`config.mk`:
```
export PLATFORM = sky130hd
export DESIGN_NAME = cb_req_unit
export DESIGN_NICKNAME = d
export VERILOG_FILES = /design/src/rtl/noc_pkg.sv /design/src/rtl/flit_fifo.sv /design/src/rtl/cb_req_unit.sv
export VERILOG_INCLUDE_DIRS = /design/src /design/src/rtl
export SDC_FILE = /design/constraint.sdc
export NUM_CORES = 1
export LEC_CHECK = 0
export BUFFER_PORTS_ARGS = -buffer_cell sky130_fd_sc_hd__clkbuf_2
export CORE_UTILIZATION = 60
export DETAILED_ROUTE_END_ITERATION = 6
export GPL_ROUTABILITY_DRIVEN = 1
export PLACE_DENSITY = 0.85
export RECOVER_POWER = 100
export REMOVE_ABC_BUFFERS = 1
export SYNTH_ARGS = -nofsm -noshare
export SYNTH_HDL_FRONTEND = slang
export SYNTH_HIERARCHICAL = 1
export SYNTH_SLANG_ARGS = --single-unit
```
`constraint.sdc`:
```
create_clock -name clk -period 5.4 [get_ports clk]
set_input_delay 0.54 -clock clk [delete_from_list [all_inputs] [get_ports clk]]
set_output_delay 0.54 -clock clk [all_outputs]
set_load 0.01 [all_outputs]
```
`src/rtl/define.sv`:
```
// Global NoC field widths; each macro is (field width - 1).
`ifndef NOC_DEFINE_SV
`define NOC_DEFINE_SV
`define DATAW 34
`define VCHW 1
`define PORTW 2
`endif

```
`src/rtl/noc_pkg.sv`:
```
// Shared NoC types: flit-type codes, requester FSM states and the FIFO entry payload.
`ifndef NOC_DEFINE_SV
`include "define.sv"
`endif

package noc_pkg;

  localparam int unsigned DATA_W = `DATAW + 1;
  localparam int unsigned VCH_W  = `VCHW + 1;
  localparam int unsigned PORT_W = `PORTW + 1;

  localparam logic [1:0] FT_BODY   = 2'b00;
  localparam logic [1:0] FT_HEAD   = 2'b01;
  localparam logic [1:0] FT_TAIL   = 2'b10;
  localparam logic [1:0] FT_SINGLE = 2'b11;

  typedef enum logic [1:0] {
    IDLE   = 2'd0,
    ACTIVE = 2'd1,
    DROP   = 2'd2
  } cbreq_state_t;

  typedef struct packed {
    logic [DATA_W-1:0] data;
    logic [VCH_W-1:0]  vch;
    logic [PORT_W-1:0] port;
  } flit_entry_t;

  localparam int unsigned ENTRY_W = $bits(flit_entry_t);

  function automatic logic [1:0] flit_type(input logic [`DATAW:0] data);
    return data[`DATAW:`DATAW-1];
  endfunction

endpackage

```
`src/rtl/flit_fifo.sv`:
```
// Synchronous FIFO, DEPTH a power of two >= 2; front entry is visible the cycle after its write.
module flit_fifo #(
  parameter int unsigned DEPTH = 4,
  parameter int unsigned WIDTH = 8
) (
  input  logic                     clk,
  input  logic                     rst_,
  input  logic                     push,
  input  logic                     pop,
  input  logic [WIDTH-1:0]         wdata,
  output logic [WIDTH-1:0]         rdata,
  output logic                     full,
  output logic                     empty,
  output logic [$clog2(DEPTH):0]   count
);

  localparam int unsigned PTR_W = $clog2(DEPTH);
  localparam int unsigned CNT_W = PTR_W + 1;

  logic [WIDTH-1:0] mem [DEPTH];
  logic [PTR_W-1:0] wr_ptr;
  logic [PTR_W-1:0] rd_ptr;
  logic [CNT_W-1:0] cnt_q;
  logic             do_push;
  logic             do_pop;

  assign full    = (cnt_q == CNT_W'(DEPTH));
  assign empty   = (cnt_q == '0);
  // No write-through: a full FIFO refuses the push even when popping.
  assign do_push = push & ~full;
  assign do_pop  = pop & ~empty;
  assign rdata   = mem[rd_ptr];
  assign count   = cnt_q;

  always_ff @(posedge clk or negedge rst_) begin
    if (!rst_) begin
      wr_ptr <= '0;
      rd_ptr <= '0;
      cnt_q  <= '0;
    end else begin
      if (do_push) wr_ptr <= wr_ptr + PTR_W'(1);
      if (do_pop)  rd_ptr <= rd_ptr + PTR_W'(1);
      case ({do_push, do_pop})
        2'b10:   cnt_q <= cnt_q + CNT_W'(1);
        2'b01:   cnt_q <= cnt_q - CNT_W'(1);
        default: cnt_q <= cnt_q;
      endcase
    end
  end

  always_ff @(posedge clk) begin
    if (do_push) mem[wr_ptr] <= wdata;
  end

endmodule

```
`src/rtl/cb_req_unit.sv`:
```
// Crossbar requester: buffers input flits, requests the routed output port and
// streams the granted packet; malformed or misrouted traffic is discarded.
module cb_req_unit
  import noc_pkg::*;
#(
  parameter int unsigned DEPTH  = 4,
  parameter int unsigned NPORTS = 5
) (
  input  logic              clk,
  input  logic              rst_,
  input  logic [`DATAW:0]   in_data,
  input  logic              in_valid,
  input  logic [`VCHW:0]    in_vch,
  input  logic [`PORTW:0]   in_port,
  output logic              in_ready,
  output logic              req,
  output logic [`PORTW:0]   port,
  input  logic              grt,
  output logic [`DATAW:0]   idata,
  output logic              ivalid,
  output logic [`VCHW:0]    ivch,
  output logic              drop_err,
  output logic              grt_lost
);

  localparam int unsigned CNT_W = $clog2(DEPTH) + 1;

  cbreq_state_t      state_q;
  cbreq_state_t      state_d;
  flit_entry_t       wr_entry;
  flit_entry_t       front;
  logic              fifo_full;
  logic              fifo_empty;
  logic [CNT_W-1:0]  fifo_count;
  logic              unused_count;
  logic [1:0]        front_type;
  logic              front_is_head;
  logic              front_is_tail;
  logic              front_legal;
  logic              pop_c;
  logic              drop_c;
  logic              latch_c;
  logic              ivalid_c;
  logic [`PORTW:0]   port_reg;
  logic [`VCHW:0]    vch_reg;
  logic              req_q;
  logic              head_sent_q;
  logic              drop_err_q;
  logic              grt_lost_q;

  assign wr_entry = '{data: in_data, vch: in_vch, port: in_port};

  flit_fifo #(
    .DEPTH (DEPTH),
    .WIDTH (ENTRY_W)
  ) u_fifo (
    .clk   (clk),
    .rst_  (rst_),
    .push  (in_valid),
    .pop   (pop_c),
    .wdata (wr_entry),
    .rdata (front),
    .full  (fifo_full),
    .empty (fifo_empty),
    .count (fifo_count)
  );

  assign unused_count  = ^fifo_count;
  assign front_type    = flit_type(front.data);
  assign front_is_head = (front_type == FT_HEAD) || (front_type == FT_SINGLE);
  assign front_is_tail = (front_type == FT_TAIL) || (front_type == FT_SINGLE);
  assign front_legal   = (32'(front.port) < NPORTS);

  always_ff @(posedge clk or negedge rst_) begin
    if (!rst_) state_q <= IDLE;
    else       state_q <= state_d;
  end

  // Next-state, FIFO pop and crossbar transfer decode.
  always_comb begin
    state_d  = state_q;
    pop_c    = 1'b0;
    drop_c   = 1'b0;
    latch_c  = 1'b0;
    ivalid_c = 1'b0;
    unique case (state_q)
      IDLE: begin
        if (!fifo_empty) begin
          if (front_is_head && front_legal) begin
            latch_c = 1'b1;
            state_d = ACTIVE;
          end else begin
            pop_c  = 1'b1;
            drop_c = 1'b1;
            if (front_type == FT_HEAD) state_d = DROP;
          end
        end
      end
      ACTIVE: begin
        ivalid_c = grt & ~fifo_empty;
        pop_c    = ivalid_c;
        if (ivalid_c && front_is_tail) state_d = IDLE;
      end
      DROP: begin
        if (!fifo_empty) begin
          pop_c = 1'b1;
          if (front_type == FT_TAIL) state_d = IDLE;
        end
      end
      default: state_d = IDLE;
    endcase
  end

  // Route latch, request and status flags.
  always_ff @(posedge clk or negedge rst_) begin
    if (!rst_) begin
      port_reg    <= '0;
      vch_reg     <= '0;
      req_q       <= 1'b0;
      head_sent_q <= 1'b0;
      drop_err_q  <= 1'b0;
      grt_lost_q  <= 1'b0;
    end else begin
      if (latch_c) begin
        port_reg <= front.port;
        vch_reg  <= front.vch;
      end
      req_q      <= (state_d == ACTIVE);
      drop_err_q <= drop_c;
      if (state_d != ACTIVE)                   head_sent_q <= 1'b0;
      else if (state_q == ACTIVE && pop_c)     head_sent_q <= 1'b1;
      if (state_q == ACTIVE && head_sent_q && !grt) grt_lost_q <= 1'b1;
    end
  end

  assign in_ready = ~fifo_full;
  assign req      = req_q;
  assign port     = port_reg;
  assign ivalid   = ivalid_c;
  assign idata    = (state_q == ACTIVE) ? front.data : '0;
  assign ivch     = (state_q == ACTIVE) ? vch_reg : '0;
  assign drop_err = drop_err_q;
  assign grt_lost = grt_lost_q;

endmodule
```
-- Yosys cells after proc, flatten, opt, wreduce, memory -nomap -nowiden
Memory sizes are Yosys's and may differ from the RTL's.
Index checks and enable logic that the tools add are counted.
W data, S select, Z words.
- flip-flop bits (word level): 18
- memory bits (writable): 160
- input port bits: 44
- output and inout port bits: 45
- word-level logic and storage cells: 66
- memories: 1
- memories (name ; depth ; bits a word ; read ports ; clocked after memory_dff ; wr ports ; line ; RTL):
    u_fifo.mem ; 4 ; 40 ; 1 ; 0 ; 1 ; flit_fifo.sv:20 ; logic [WIDTH-1:0] mem [DEPTH];
- add/subtract/negate cells: 4
- $lt $le $gt $ge: 1
- equality and inequality tests: 10
- multiplexer cells: 23
- bitwise gates (word level): 5
- reduce and logical (&&, ||, !) cells: 12
- operator list (cell ; count):
    $mux W35 ; 1
    $mux W2 ; 7
    $mux W1 ; 12
    $eq A2 B1 Y1 const B ; 4
    $eq A2 B2 Y1 const B ; 4
    $pmux W2 S3 ; 1
    $pmux W3 S2 ; 1
    $logic_and A1 B1 Y1 ; 5
    $add A2 B1 Y2 const B ; 2
    $reduce_bool A2 Y1 ; 2
    $add A3 B1 Y3 const B ; 1
    $and A1 B1 Y1 ; 3
    $eq A3 B3 Y1 const B ; 1
    $logic_not A3 Y1 ; 1
    $lt A3 B3 Y1 const B ; 1
    $pmux W1 S3 ; 1
    $sub A3 B1 Y3 const B ; 1
    $logic_not A2 Y1 ; 1
    $logic_or A1 B1 Y1 ; 2
    $ne A2 B1 Y1 const B ; 1
    $not A1 Y1 ; 2
    $logic_not A1 Y1 ; 1

-- Longest topological paths before layout
Gate-level depths: netlist of the first run.
An unclocked memory read counts as a cell.
- word-level depth: 10
- depth in mapped cells: 13
- depth with buffers taken out: 11

-- Cells and area by module
Netlist of the first run, hierarchy kept.
- by module, submodules not included (module ; instances ; cells an instance ; area an instance (um^2) ; seq. area each (um^2)):
    flit_fifo ; 1 ; 248 ; 6256.0 ; 4979.8
    cb_req_unit ; 1 ; 78 ; 728.2 ; 275.3

-- Worst setup path before layout of the first run
Ideal clock, no wire load.
- kind: register to register
- start point: register u_fifo.rd_ptr[0]
- end point: register u_fifo.cnt_q[2] (netlist: u_fifo/count[2])
- library setup time: 0.079 ns
- arrival: 2.844 ns
- slack: 2.477 ns
- stages on the path, launching flop included: 13
- path buffers: 2
- path through: dfrtp_1 buf_6 buf_12 mux4_2 and2_1 a221oi_1 and2_4 ha_1 inv_1 fa_1 xor2_1 nor2_1 xor2_1
- RTL lines (element ; line ; RTL):
    from (decl) ; flit_fifo.sv:22 ; logic [PTR_W-1:0] rd_ptr;
    from (signal assigned) ; flit_fifo.sv:42 ; if (do_pop) rd_ptr <= rd_ptr + PTR_W'(1);
    to (signal assigned) ; flit_fifo.sv:44 ; 2'b10: cnt_q <= cnt_q + CNT_W'(1);
    to (signal assigned) ; flit_fifo.sv:45 ; 2'b01: cnt_q <= cnt_q - CNT_W'(1);
    to (signal assigned) ; flit_fifo.sv:46 ; default: cnt_q <= cnt_q;
    to (decl) ; flit_fifo.sv:23 ; logic [CNT_W-1:0] cnt_q;

-- Worst setup path after layout of the first run
- start point: register state_q[0]
- end point: output port ivalid
- cells in the longest elaborated chain, start to end: 2
- RTL lines (element ; line ; RTL):
    from (decl) ; cb_req_unit.sv:28 ; cbreq_state_t state_q;
    from (signal assigned) ; cb_req_unit.sv:76 ; else state_q <= state_d;
    $eq A2 B1 Y1 ; cb_req_unit.sv:86 ; unique case (state_q)
    $mux W1 ; cb_req_unit.sv:86 ;
    to (decl) ; cb_req_unit.sv:20 ; output logic ivalid,
Every way passes these cells.

==> results of run 1 <==
-- routing by layer --
layer  up-vias  share of wire  global-route usage
li1       1479              -                   -
met1      1684           0.38               0.272
met2       127           0.52               0.334
met3        12          0.088              0.0848
met4         0         0.0097              0.0743
met5         -              0                   0
-- worst max path at each step --
stage | from | endpoint | slack (ns) | depth (start not counted)
2_1_floorplan | u_fifo/rd_ptr[0] | u_fifo/count[2] | 1.23 | 10
3_3_place_gp | u_fifo/rd_ptr[0] | u_fifo/count[2] | 1.86 | 10
3_5_place_dp | u_fifo/rd_ptr[0] | u_fifo/count[2] | 1.76 | 10
4_1_cts | u_fifo/rd_ptr[0] | u_fifo/count[2] | 1.66 | 10
5_1_grt | state_q[0] | ivalid | 1.05 | 3
6_report | state_q[0] | ivalid | 1.45 | 3
-- power groups by stage --
stage                     Clock [mW]  Sequential, mW  Combinational [mW]
after floorplan                    0            2.06               0.897
after CTS                       1.20            2.12                1.30
after detailed placement           0            2.14                1.27
after global placement             0            2.12                1.24
after global routing            1.25            2.17                1.35
final                           1.18            2.12                1.23
-- per-stage QoR --
| step | util | setup WS (ns) | instances | hold slack, ns | power (mW) |
|---|---|---|---|---|---|
| 2_1_floorplan | - | 1.23 | 312 | 0.244 | 2.95 |
| 3_3_place_gp | 0.658 | 1.86 | 543 | 0.456 | 3.36 |
| 3_5_place_dp | 0.658 | 1.76 | 543 | 0.475 | 3.41 |
| 4_1_cts | 0.709 | 1.66 | 575 | 0.0667 | 4.62 |
| 5_1_grt | 0.700 | 1.05 | 575 | 0.355 | 4.77 |
| 6_report | 0.700 | 1.45 | 575 | 0.269 | 4.53 |
-- placed cells by master (no fill, tap or decap) --
cell	n
edfxtp_1	160
clkbuf_1	56
and2_0	40
mux4_2	38
clkbuf_2	36
clkbuf_16	17
dfrtp_1	16
inv_1	10
mux2_2	6
ha_1	5
nor2b_1	3
and2_1	3
clkinv_2	3
xnor2_1	3
xor2_1	3
nand3_1	2
o31ai_1	2
nand2_1	2
nor3b_1	2
nor2_1	2
bufinv_16	2
clkbuf_8	2
clkinv_4	2
mux4_1	2
o21ai_0	1
nor3_2	1
or4b_1	1
a21oi_1	1
nand2b_1	1
a221oi_1	1
o2bb2a_1	1
a31o_2	1
inv_6	1
clkinvlp_4	1
or3_1	1
mux2i_1	1
fa_1	1
dfrtp_4	1
dfrtp_2	1
-- cell families after synthesis --
family,count (synthesis)
XOR/XNOR,6
adder cells (fa/ha/maj),6
buffers and inverters,24
AO/OA/AOI/OAI,7
multiplexers,47
flip-flops,178
AND/OR/NAND/NOR,58
-- cell type report --
cell class / count / share of cell area
inverter: 10 / 0.00471
tap: 143 / 0.0225
multi-input combinational: 124 / 0.193
sequential: 178 / 0.661
clock inverter: 9 / 0.0137
timing repair buffer: 88 / 0.0471
clock buffer: 23 / 0.0588
==> results.toml, run 1 <==
[power_and_ir_drop]
p_per_area_nw_per_um2 = 569
clkPwrFrac = 0.260
p_sw_mw = 1.33
switching_share = 0.294
comb_power_share = 0.273
power_frac_seq = 0.467
peakVddDrop_v = 0.000397
intPower_mw = 3.20
leakage_nw = 2.73

[job]
drv_cap = 5

[yosys]
yosys.area.top_type = "edfxtp_1"
yosys.area_share.xor_xnor = 0.00752
syn_area_per_cell_um2 = 21.4
synth_cell_type_count = 38
synthAdderAreaFrac = 0.0118
syn_inst = 326
ys_seq_area_frac = 0.752
synth_compound_area_frac = 0.00824
synth_top_family_by_area = "multiplexers"
yosysMostFrequentCell = "edfxtp_1"
synthFlopType = "edfxtp_1"
yosys_warnings = 6
syn_area_um2 = 6980
yosysTopAreaCellShare = 0.688
muxShareOfSynthArea = 0.141
synthTopCellsByCount = "edfxtp_1 (160), and2_1 (42), mux4_2 (38)"
yosys.area_share.simple = 0.0541
synth_edf_count = 160
ys_ff_latch = 178
synth_area_leaders = "edfxtp_1 (69%), mux4_2 (12%), dfrtp_1 (6.4%)"
async_flop_share = 0.101

[grt]
antenna_found_initial = 0
grt-ovfl-total = 0
grt_max_degree = 43
grt_pass1_vias = 3382
grt_pass1_wl_mm = 17.6
grtUsageTotal = 0.213

[placement]
place_hpwl_mm = 6.61
globalplace.congestion = 0.783
dpl_cell_area_um2 = 7480
port_buffers = 88

[worst_setup_path]
path_cells = "nor2b_1 > nor3b_1 > clkbuf_1"
path_max_fanout = 40
critPathArrivalTime_ns = 3.41
path_buf_inv = 1
reg2reg_to = "u_fifo/mem[2][10]"
rrSetupSlack_ns = 1.57
crit_required_ns = 4.86
critPathCaptureType = "output port"
max_stage_delay_ns = 1.98
reg2reg_depth = 3
r2r-start = "u_fifo/count[2]"
crit_type = "register to output port"
crit_family = "simple AND/OR/NAND/NOR gates"
slowest_stage = "nor2b_1"
setup.worst_path.start_class = "register"

[layout]
multi_input_comb_area_um2 = 1530
n_fill_cell = 702
largest_register_ffs = 160
ff_latch_area_um2 = 5260
syn_to_final_growth_pct = 14.0
num_antenna_cells = 0
fin_area_um2 = 7960
final_nets = 469
drive_above_1_share = 0.259

[die]
ios = 89
coreArea_um2 = 11400
die_h_um = 110
die_w_um = 110
std_cell_rows = 39
initial_core_util = 0.614
die_area_um2 = 12100

[routing]
viasPerCell = 5.74
drcViolationCount = 0
routedWlPerCell_um = 20.1
wl_mm = 11.6
antenna_left = 0
num_vias = 3302
initialDrtViolationCount = 178
firstDrtPassIters = 4

[clock_tree]
clockBufferDepth = 2
cts_tree = "built"
clock_latency_ns = 0.42
cts_buffers = 17
post_cts_resized = 0
path_clk_slew_ns = 0.06
cts_setup_buffers = 0
htree_num_levels = 4
numClockSinks = 178
hold_buffers = 0
root_buffer = "clkbuf_16"

[status]
status = "finished with violations"
violations = "max-capacitance violations, max-slew violations"

[sta]
skew_ns = 0.00955
finalHoldViolations = 0
final.min_clock_period_ns = 3.95
slew_headroom = -1.02
setup_viol = 0
tns_ns = 0
fmax_ghz = 0.253
tightest_slew_ns = 3.03
drv_slew = 205
rsz0062_at_grt = "no"
min_period_over_period = 0.731

[hold_path]
hp-class = "input pin to async pin"
Power figures use the tool's default switching activity.
==> run 2: changes to the inputs <==
--- a/config.mk
+++ b/config.mk
@@ -7,10 +7,10 @@
 export NUM_CORES = 1
 export LEC_CHECK = 0
 export BUFFER_PORTS_ARGS = -buffer_cell sky130_fd_sc_hd__clkbuf_2
-export CORE_UTILIZATION = 60
+export CORE_UTILIZATION = 57
 export DETAILED_ROUTE_END_ITERATION = 6
 export GPL_ROUTABILITY_DRIVEN = 1
-export PLACE_DENSITY = 0.85
+export PLACE_DENSITY = 0.82
 export RECOVER_POWER = 100
 export REMOVE_ABC_BUFFERS = 1
 export SYNTH_ARGS = -nofsm -noshare
==> constraint.sdc (replaced) <==
create_clock -name clk -period 3.75 [get_ports clk]
set_input_delay 0.375 -clock clk [delete_from_list [all_inputs] [get_ports clk]]
set_output_delay 0.375 -clock clk [all_outputs]
set_load 0.01 [all_outputs]
==> run 2 against run 1 <==
Compared with the run above:
- the flow still finishes with violations (max-capacitance violations, max-slew violations)
- die area up 5.2%
- largest power group unchanged
- sequential power grew 36%
- global-route usage is 1.7 points lower
- critical endpoint is now u_fifo/count[2]
- count of clock-buffer cells in the layout fell by 6
- routed wire length down 0.99%
==> results.toml, run 2 (synthesis results as in run 1) <==
[clock_tree]
htree_num_levels = 4
clockBufferDepth = 2
root_buffer = "clkbuf_16"
cts_tree = "built"
clock_latency_ns = 0.42
post_cts_resized = 0
cts_buffers = 17
numClockSinks = 178
path_clk_slew_ns = 0.06

[placement]
placed_cells = 549
port_buffers = 88
place_hpwl_mm = 6.66
globalplace.congestion = 0.774

[worst_setup_path]
path_cells = "mux4_2 > and2_0 > a221oi_1 > and2_0 > ha_1 > inv_1 > fa_1 > xor2_1 > nor2_1 > xor2_1"
critPathArrivalTime_ns = 3.60
crit_required_ns = 4.09
crit_type = "register to register"
setup.worst_path.start_class = "register"
slowest_stage = "dfrtp_4"
critPathCaptureType = "register"
rrSetupSlack_ns = 0.49
max_stage_delay_ns = 0.65
path_max_fanout = 18

[grt]
grtUsageTotal = 0.196
grt_pass1_wl_mm = 17.6
grt-ovfl-total = 0
grt_max_degree = 41
grt_pass1_vias = 3435
antenna_found_initial = 0

[sta]
min_period_over_period = 0.870
fmax_ghz = 0.307
final.min_clock_period_ns = 3.26
slew_headroom = -0.405
drv_slew = 164
setup_viol = 0
rsz0062_at_grt = "no"
skew_ns = 0.00373
finalHoldViolations = 0
tightest_slew_ns = 2.11
hold_ws_ns = 0.208

[die]
die_w_um = 113
die_h_um = 113
std_cell_rows = 40
initial_core_util = 0.584
coreArea_um2 = 12000
ios = 89
die_area_um2 = 12700

[routing]
routedWlPerCell_um = 19.7
num_vias = 3293
viasPerCell = 5.68
antenna_left = 0
initialDrtViolationCount = 199
drcViolationCount = 0
firstDrtPassIters = 4
wl_mm = 11.5

[layout]
final_cell_mix = "edfxtp_1 (160), clkbuf_1 (67), mux4_2 (38)"
largest_register_ffs = 160
layout_commonest_cell = "edfxtp_1"
drive_above_1_share = 0.231
syn_to_final_growth_pct = 15.8
stdcell_count = 580
final_nets = 472
num_antenna_cells = 0
n_fill_cell = 763

[hold_path]
hp-class = "input pin to register"

[status]
status = "finished with violations"
violations = "max-capacitance violations, max-slew violations"

[job]
drv_cap = 4

[power_and_ir_drop]
leakage_nw = 2.76
p_per_area_nw_per_um2 = 842
peakVddDrop_v = 0.000396
[run 2: worst max-delay path, delay by kind of cell, from the launching register on]
kind | cells | cell delay, ns
flops | 1 | 0.65
fa+ha+maj | 2 | 0.65
mux | 1 | 0.60
simple gates | 3 | 0.54
compound gates | 1 | 0.36
xor+xnor | 2 | 0.31
buf+inv | 1 | 0.07
[run 2: what timing repair did]
item                      CTS  global route
hold buffers                1             0
hold endpoints to repair   18             0
setup buffers               0             0
[run 2: report_power, final]
group / total [mW] / switching (mW) / internal, mW / leakage [nW]
registers: 2.89 / 0.211 / 2.68 / 1.68
logic: 1.90 / 1.02 / 0.879 / 0.752
clock network: 2.03 / 0.661 / 1.37 / 0.331
total: 6.81 / 1.89 / 4.93 / 2.76
[run 2: layer usage]
layer / GRT usage / wire (um) / vias up
met4: 0.0844 / 145 / 0
met2: 0.327 / 5810 / 113
li1: - / - / 1479
met5: 0 / 0 / -
met1: 0.240 / 4730 / 1687
met3: 0.0595 / 758 / 14
[run 2: layout make-up]
class	instances	area [um2]	share of cell area
inverter	10	37.5	0.00464
sequential	178	5260	0.650
clock inverter	13	264	0.0326
clock buffer	17	425	0.0526
timing repair buffer	91	379	0.0469
multi-input combinational	124	1540	0.190
tap	147	184	0.0227
[run 2: per-stage QoR]
| step | setup WS, ns | TNS (ns) | power (mW) | cell area, um2 | utilization |
|---|---|---|---|---|---|
| floorplan | -0.416 | -0.650 | 4.25 | 6850 | - |
| global placement | 0.656 | 0 | 4.86 | 7500 | 0.627 |
| detailed placement | 0.553 | 0 | 4.92 | 7500 | 0.627 |
| CTS | 0.483 | 0 | 6.97 | 8200 | 0.686 |
| global route | 0.248 | 0 | 7.14 | 8090 | 0.676 |
| finish | 0.489 | 0 | 6.81 | 8090 | 0.676 |
[run 2: final timing paths]
kind	from	to	cells after the start
worst max-delay path	u_fifo/rd_ptr[0]	u_fifo/count[2]	10
worst min-delay path	in_data[24]	u_fifo/mem[2][29]	1
worst max register to register	u_fifo/rd_ptr[0]	u_fifo/count[2]	10
worst min register to register	grt_lost	grt_lost	1
max in group asynchronous	rst_	u_fifo/rd_ptr[0]	2
min in group asynchronous	rst_	u_fifo/count[1]	2
==> run 3: changes to the inputs <==
--- a/config.mk
+++ b/config.mk
@@ -10,6 +10,7 @@
 export CORE_UTILIZATION = 57
 export DETAILED_ROUTE_END_ITERATION = 6
 export GPL_ROUTABILITY_DRIVEN = 1
+export MAX_ROUTING_LAYER = met4
 export PLACE_DENSITY = 0.82
 export RECOVER_POWER = 100
 export REMOVE_ABC_BUFFERS = 1
==> run 3 against run 2 <==
Compared with the run above:
- the run still ends with max-capacitance violations, max-slew violations left
- hold slack got worse by 0.0021 ns
- routed wire length rose by 0.20%
- power barely moved
- count of clock-buffer cells in the layout did not move
- via count rose by 0.21%
- register-to-register slack barely moved
- die area did not move
- cell count did not move
- core utilization did not move
- sequential share of layout area did not move
- fmax fell by 0.17%
- critical path depth fell by 6
==> results.toml, run 3 (synthesis results as in run 1) <==
[clock_tree]
htree_num_levels = 4
clock_latency_ns = 0.42
clockBufferDepth = 2
hold_buffers = 1
cts_setup_buffers = 0
post_cts_resized = 0
numClockSinks = 178
path_clk_slew_ns = 0.06
cts_buffers = 17
cts_tree = "built"
root_buffer = "clkbuf_16"

[grt]
grt_pass1_wl_mm = 17.6
grt_max_degree = 41
antenna_found_initial = 0
grt-ovfl-total = 0
grtUsageTotal = 0.202
grt_pass1_vias = 3438

[worst_setup_path]
setup.worst_path.start_class = "register"
crit_type = "register to output port"
reg2reg_to = "u_fifo/count[2]"
max_stage_delay_ns = 0.81
path_cells = "clkbuf_2 > mux4_1 > and2_0 > clkbuf_2"
rrSetupSlack_ns = 0.49
reg2reg_depth = 10
path_common_cell = "clkbuf_2"
path_max_fanout = 25
slowest_stage = "clkbuf_2"
crit_required_ns = 3.38
r2r-start = "u_fifo/rd_ptr[0]"
critPathArrivalTime_ns = 2.89
critPathCaptureType = "output port"

[layout]
largest_register_ffs = 160
layout_commonest_cell = "edfxtp_1"
final_nets = 472
num_antenna_cells = 0
final_cell_mix = "edfxtp_1 (160), clkbuf_1 (67), mux4_2 (38)"
stdcell_count = 580
fin_area_um2 = 8090
syn_to_final_growth_pct = 15.8
drive_above_1_share = 0.231

[hold_path]
hold_path_depth = 1
worstHoldEndpoint = "u_fifo/mem[3][12]"
min_from = "in_data[7]"
hp-class = "input pin to register"

[sta]
setup_viol = 0
drv_slew = 164
tns_ns = 0
tightest_slew_ns = 2.11
slew_headroom = -0.405
final.min_clock_period_ns = 3.27
finalHoldViolations = 0
min_period_over_period = 0.871
rsz0062_at_grt = "no"
skew_ns = 0.00505
fmax_ghz = 0.306
setup_ws_ns = 0.484

[routing]
antenna_left = 0
routedWlPerCell_um = 19.8
initialDrtViolationCount = 202
firstDrtPassIters = 5
drcViolationCount = 0
viasPerCell = 5.69
wl_mm = 11.5
num_vias = 3300

[placement]
dpl_cell_area_um2 = 7500
place_ws_ns = 0.553
place_hpwl_mm = 6.66
placed_cells = 549
port_buffers = 88
globalplace.congestion = 0.784

[power_and_ir_drop]
power.total_mw = 6.82
p_per_area_nw_per_um2 = 843
comb_power_share = 0.278
peakVddDrop_v = 0.000396
power_frac_seq = 0.424
clkPwrFrac = 0.298
leakage_nw = 2.76
switching_share = 0.278
p_sw_mw = 1.90
intPower_mw = 4.93

[status]
violations = "max-capacitance violations, max-slew violations"
status = "finished with violations"

[die]
std_cell_rows = 40
coreArea_um2 = 12000
die_w_um = 113
die_area_um2 = 12700
ios = 89
initial_core_util = 0.584
die_h_um = 113

[job]
drv_cap = 4
[run 3: worst max-delay path by stage]
stage	to	start
after floorplan	u_fifo/count[2]	u_fifo/rd_ptr[0]
after global placement	u_fifo/count[2]	u_fifo/rd_ptr[0]
final	idata[34]	u_fifo/rd_ptr[0]
after CTS	u_fifo/count[2]	u_fifo/rd_ptr[0]
after global routing	idata[34]	u_fifo/rd_ptr[0]
after detailed placement	u_fifo/count[2]	u_fifo/rd_ptr[0]
[run 3: area by class of cell]
class / count / area, um2
sequential: 178 / 5260
fill: 763 / 3870
multi-input combinational: 124 / 1540
clock buffer: 17 / 425
timing repair buffer: 91 / 379
clock inverter: 13 / 264
tap: 147 / 184
inverter: 10 / 37.5
[run 3: metal layers]
metal / vias to the layer above / part of all wire / track usage
met5: - / 0 / -
met4: 0 / 0.017 / 0.0844
met3: 16 / 0.065 / 0.0541
met2: 117 / 0.51 / 0.327
met1: 1692 / 0.41 / 0.244
li1: 1475 / - / -
[run 3: power groups by stage]
stage	combinational, mW	clock, mW	sequential (mW)
6_report	1.90	2.03	2.89
5_1_grt	2.06	2.13	2.94
4_1_cts	2.02	2.06	2.89
3_5_place_dp	2.00	0	2.93
3_3_place_gp	1.96	0	2.90
2_1_floorplan	1.29	0	2.96
[run 3: stage by stage]
step,utilization,hold slack [ns]
2_1_floorplan,-,0.0794
3_3_place_gp,0.627,0.341
3_5_place_dp,0.627,0.345
4_1_cts,0.686,0.153
5_1_grt,0.676,0.199
6_report,0.676,0.206
[run 3: critical path, delay by kind of cell, from the launching register on]
family / cells / cell delay (ns)
and+or+nand+nor: 1 / 0.17
DFF: 1 / 0.65
muxes: 1 / 0.68
buffers and inverters: 2 / 0.94
